File: src/rtl/lcd_driver_pkg.sv
// Shared types and character constants for the alarm clock LCD front end.
// Optional ALARM_QUALIFY_EN build macro is consumed by lcd_driver.sv.
package lcd_driver_pkg;

    typedef logic [3:0] bcd_digit_t;
    typedef logic [7:0] lcd_char_t;

    localparam lcd_char_t  ASCII_ZERO  = 8'h30;
    localparam lcd_char_t  ASCII_SPACE = 8'h20;
    localparam lcd_char_t  ASCII_E     = 8'h45;
    localparam bcd_digit_t BCD_MAX     = 4'd9;

    function automatic logic is_bcd(input bcd_digit_t d);
        return (d <= BCD_MAX);
    endfunction

endpackage

File: src/rtl/lcd_driver_if.sv
// Digit sources, display requests and registered LCD/alarm outputs of lcd_driver.
interface lcd_driver_if;
    import lcd_driver_pkg::*;

    bcd_digit_t key;
    bcd_digit_t alarm_time;
    bcd_digit_t current_time;
    logic [3:0] show_alarm;
    logic       show_new_time;
    lcd_char_t  display_time;
    logic       sound_alarm;

    modport master (
        output key, alarm_time, current_time, show_alarm, show_new_time,
        input  display_time, sound_alarm
    );

    modport slave (
        input  key, alarm_time, current_time, show_alarm, show_new_time,
        output display_time, sound_alarm
    );

endinterface

File: src/rtl/lcd_digit_encoder.sv
// Combinational BCD digit to ASCII character encoder; non-BCD codes map to ERR_CHAR.
module lcd_digit_encoder
    import lcd_driver_pkg::*;
#(
    parameter lcd_char_t ERR_CHAR = ASCII_E
) (
    input  bcd_digit_t digit,
    output lcd_char_t  char_out
);

    always_comb begin
        char_out = ERR_CHAR;
        if (is_bcd(digit))
            char_out = ASCII_ZERO + {4'b0000, digit};
    end

endmodule

File: src/rtl/lcd_driver.sv
// Selects key/alarm/current digit, encodes it for the LCD and raises the alarm on match.
// Build macro ALARM_QUALIFY_EN: suppress sound_alarm while a new time is being keyed in.
module lcd_driver
    import lcd_driver_pkg::*;
#(
    parameter lcd_char_t ERR_CHAR = ASCII_E,
    parameter lcd_char_t RST_CHAR = ASCII_SPACE
) (
    input  logic         clk,
    input  logic         reset,
    lcd_driver_if.slave  bus
);

    bcd_digit_t sel_digit;
    lcd_char_t  enc_char;
    logic [3:0] bit_match;
    logic       time_match;
    logic       sound_next;
    lcd_char_t  display_reg;
    logic       sound_reg;

    // Key entry wins over the alarm view, which wins over the running time.
    always_comb begin
        sel_digit = bus.current_time;
        if (bus.show_new_time)
            sel_digit = bus.key;
        else if (|bus.show_alarm)
            sel_digit = bus.alarm_time;
    end

    lcd_digit_encoder #(
        .ERR_CHAR (ERR_CHAR)
    ) u_encoder (
        .digit    (sel_digit),
        .char_out (enc_char)
    );

    genvar gi;
    generate
        for (gi = 0; gi < 4; gi++) begin : g_cmp
            assign bit_match[gi] = ~(bus.current_time[gi] ^ bus.alarm_time[gi]);
        end
    endgenerate

    // Invalid digits never match, so a corrupted pair of equal codes stays silent.
    assign time_match = (&bit_match) && is_bcd(bus.current_time);

`ifdef ALARM_QUALIFY_EN
    assign sound_next = time_match && !bus.show_new_time;
`else
    assign sound_next = time_match;
`endif

    always_ff @(posedge clk) begin
        if (reset) begin
            display_reg <= RST_CHAR;
            sound_reg   <= 1'b0;
        end else begin
            display_reg <= enc_char;
            sound_reg   <= sound_next;
        end
    end

    assign bus.display_time = display_reg;
    assign bus.sound_alarm  = sound_reg;

endmodule

File: src/flat_wrapper.sv
// flat-port wrapper written by rule: the top's interface ports become plain ports
module lcd_driver_flat import lcd_driver_pkg::*;
#(
    parameter lcd_char_t ERR_CHAR = ASCII_E,
    parameter lcd_char_t RST_CHAR = ASCII_SPACE
)
  (clk, reset, bus_key, bus_alarm_time, bus_current_time, bus_show_alarm, bus_show_new_time, bus_display_time, bus_sound_alarm);
  lcd_driver_if bus_i ();
  input  logic clk;
  input  logic reset;
  input wire logic [$bits(bus_i.key)-1:0] bus_key;
  input wire logic [$bits(bus_i.alarm_time)-1:0] bus_alarm_time;
  input wire logic [$bits(bus_i.current_time)-1:0] bus_current_time;
  input wire logic [$bits(bus_i.show_alarm)-1:0] bus_show_alarm;
  input wire logic [$bits(bus_i.show_new_time)-1:0] bus_show_new_time;
  output wire logic [$bits(bus_i.display_time)-1:0] bus_display_time;
  output wire logic [$bits(bus_i.sound_alarm)-1:0] bus_sound_alarm;
  assign bus_i.key = bus_key;
  assign bus_i.alarm_time = bus_alarm_time;
  assign bus_i.current_time = bus_current_time;
  assign bus_i.show_alarm = bus_show_alarm;
  assign bus_i.show_new_time = bus_show_new_time;
  assign bus_display_time = bus_i.display_time;
  assign bus_sound_alarm = bus_i.sound_alarm;
  lcd_driver #(.ERR_CHAR(ERR_CHAR), .RST_CHAR(RST_CHAR)) u_core (.clk(clk), .reset(reset), .bus(bus_i));
endmodule
File: config.mk
export PLATFORM = sky130hd
export DESIGN_NAME = lcd_driver_flat
export DESIGN_NICKNAME = d
export VERILOG_FILES = /design/src/rtl/lcd_driver_pkg.sv /design/src/rtl/lcd_driver_if.sv /design/src/rtl/lcd_digit_encoder.sv /design/src/rtl/lcd_driver.sv /design/src/flat_wrapper.sv
export SDC_FILE = /design/constraint.sdc
export NUM_CORES = 1
export LEC_CHECK = 0
export ABC_AREA = 1
export CORE_AREA = 2 2 39 41
export DETAILED_ROUTE_END_ITERATION = 8
export DIE_AREA = 0 0 41 43
export DONT_BUFFER_PORTS = 1
export PLACE_DENSITY_LB_ADDON = 0.3
export SETUP_SLACK_MARGIN = 0.2
export SKIP_LAST_GASP = 1
export SLEW_MARGIN = 5
export SYNTH_ARGS = -nofsm -noshare
export SYNTH_HDL_FRONTEND = slang
export SYNTH_HIERARCHICAL = 1
export SYNTH_SLANG_ARGS = --single-unit
File: constraint.sdc
create_clock -name clk -period 3.6 [get_ports clk]
set_clock_uncertainty 0.1 [all_clocks]
set_input_delay 0.72 -clock clk [delete_from_list [all_inputs] [get_ports clk]]
set_output_delay 0.72 -clock clk [all_outputs]
set_load 0.01 [all_outputs]
==> flow_summary.toml <==
[final_layout]
drive_gt1_share_pct = 14.1
fin_cells = 101
numnets_final = 105
diodes = 0
flow.area_growth_from_synthesis_pct = 3.83
finish.instance_area_sq_um = 543
utilization_pct = 39.2

[yosys]
syn_avg_cell_area_sq_um = 6.23
synth_cells = 84
synth_top_area_cells = "dfxtp_1 (34%), nand2_1 (17%), inv_1 (11%), nand3_1 (9.6%), nor2_1 (7.9%)"
synth_largest_type_area_fraction_pct = 34.4
yosys_register_bits = 9
yosysSeqAreaShare_pct = 34.4
netlist_area_sq_um = 523
yosys_warnings = 6
synth_nets = 103
netlist.top_cell.by_area = "dfxtp_1"
synth.lib_cells_used.distinct = 15

[clock_tree]
ctsHtreeMaxLevel = 1
hold_fix_buffer_count_after_cts = 0
cts.repair.resized = 0
clock_slew_seen_by_the_registers_of_the_worst_setup_and_hold_paths_ns = 0.05
cts_max_path_buffers = 2
clock_tree_from_tritoncts = "built"
cts.root.buffer_cell = "clkbuf_4"
cts.sinks = 9
cts_inserted_buffers = 3
postCtsSetupRepairBufs = 0

[critical_path]
crit_required_ns = 3.63
cp.arrival_ns = 1.49
critical_path_peak_fanout = 5
end_kind = "flop"
path_class = "input pin to flop"
worst_setup_path_start_kind = "input pin"

[route]
drc_errors = 0
drt_wl_total_microns = 806
post_drt_wl_per_cell_microns = 7.98
drt-pass1-iter-count = 4
route.antenna.remaining_nets = 0
drt_iter0_markers = 4
route.vias.total = 451
drt-vias-per-instance = 4.47

[timing]
timing.final.max_slew_violations = 0
fin_tns_setup_ns = 0
post-route-period-util_pct = 40.6
timing.final.setup_violations = 0
fmax_ghz = 0.685
finalHoldViolations = 0
setup_repair_after_global_routing_missed_its_margin = "false"
min_period_ns = 1.46

[die]
width_of_the_die_microns = 41
std_cell_core_area_sq_um = 1380
die_h_microns = 43
die_area_sq_um = 1760
initial_util_pct = 37.8
placement_rows = 14
ios = 28

[pwr]
switching_part_of_the_total_pct = 24.6
share_seq_of_total_power_pct = 52.4
combinationalPowerShare_pct = 14.3
power_report.internal_total_uw = 161
static-leakage-power_nw = 0.305
p_clk_share_pct = 33.3
cellPowerDensity_nw_per_um2 = 393
report.power.total_uw = 213
p_switching_uw = 52.4
ir_worst_vdd_v = 0.0000775

[global_route]
grt_util_all_layers_pct = 12.0
globalRouteOverflowTotal = 0
number_of_global_route_vias_before_repair = 409
antenna_found_initial = 0
grt_pass1_wl_microns = 1480
grt_start_max_net_pins = 10

[status]
status = "finished, final reports clean"

[job]
max-cap-violations = 0

[place]
port-buffer-count = 0
routabilityCongestion = 0.742
numPlacedInstances = 97
dpl_cell_area_sq_um = 517
place.detailed.hpwl_microns = 726

[worst_hold_path]
worstHoldPathType = "input pin to flop"
==> final cells by class <==
type	count	area [sq um]
clock buffers	4	26.3
fillers	167	841
inverters	20	75.1
multi-input cells	52	241
flip-flops and latches	9	180
well taps	16	20.0
==> power groups by stage <==
| stage | combinational [mW] | clock (mW) | sequential, mW |
|---|---|---|---|
| 2_1_floorplan | 0.0310 | 0 | 0.114 |
| 3_3_place_gp | 0.0306 | 0 | 0.114 |
| 3_5_place_dp | 0.0311 | 0 | 0.114 |
| 4_1_cts | 0.0312 | 0.0753 | 0.112 |
| 5_1_grt | 0.0372 | 0.0815 | 0.113 |
| 6_report | 0.0305 | 0.0711 | 0.112 |
==> routing by layer <==
metal  vias to the layer above  part of all wire [%]  global-route usage (%)  wire, microns
met5                         -                     0                       0              0
met4                         0                     0                    8.00              0
li1                        243                     -                       -              -
met3                         0                   8.2                    3.14             66
met2                        20                    50                    19.1            406
met1                       188                    41                    13.1            332
==> final timing paths <==
kind                         startpoint                               endpoint  slack [ns]  depth (start not counted)
worst min-delay path              reset  u_core/bus.display_time[0]$_SDFF_PP0_        0.44                          1
worst max-delay path  bus_show_alarm[1]  u_core/bus.display_time[5]$_SDFF_PP1_        2.14                          7
==> stage by stage <==
stage               setup WS, ns  hold slack (ns)
detailed placement          1.87            0.694
global placement            1.90            0.695
global route                2.01            0.416
floorplan                   1.84            0.789
CTS                         2.14            0.427
finish                      2.14            0.438
==> state kept, by name (all words and copies together), names as in the netlist <==
register                 count
u_core/bus.sound_alarm       1
u_core/bus.display_time      8
==> worst max-delay path, stage by stage <==
cell	delay (ns)
nor2_4	0.13
nand2_2	0.09
nand2_1	0.07
nand3_1	0.06
nand2_1	0.11
o21ai_2	0.10
or2_1	0.21
==> cells in the mapped netlist <==
library cell	n
inv_1	16
inv_2	4
nor2_1	11
conb_1	1
nor2_4	2
buf_4	2
o21ai_2	1
nand2_1	23
dfxtp_1	9
or2_1	1
a21oi_2	1
nand3_1	10
buf_6	1
nand2_2	1
nor3b_1	1
==> cells in the final DEF, fill, tap and decap left out <==
cell type  synthesis  final
a21oi_2            1      1
clkbuf_1           0      1
clkbuf_4           0      3
conb_1             1      1
dfxtp_1            9      9
inv_1             16     16
inv_2              4      4
nand2_1           23     23
nand2_2            1      1
nand3_1           10     10
nor2_1            11     11
nor2_4             2      2
nor3b_1            1      1
o21ai_2            1      1
or2_1              1      1
==> logic make-up (layout without fill, tap and decap cells) <==
| kind of cell | after synthesis | count (layout) | share of synthesized area [%] |
|---|---|---|---|
| buffers and inverters | 23 | 24 | 19.4 |
| AND/OR/NAND/NOR | 49 | 49 | 42.1 |
| other | 1 | 1 | 0.717 |
| flip-flops | 9 | 9 | 34.4 |
| AO/OA/AOI/OAI | 2 | 2 | 3.35 |
(Power assumes the default switching activity.)
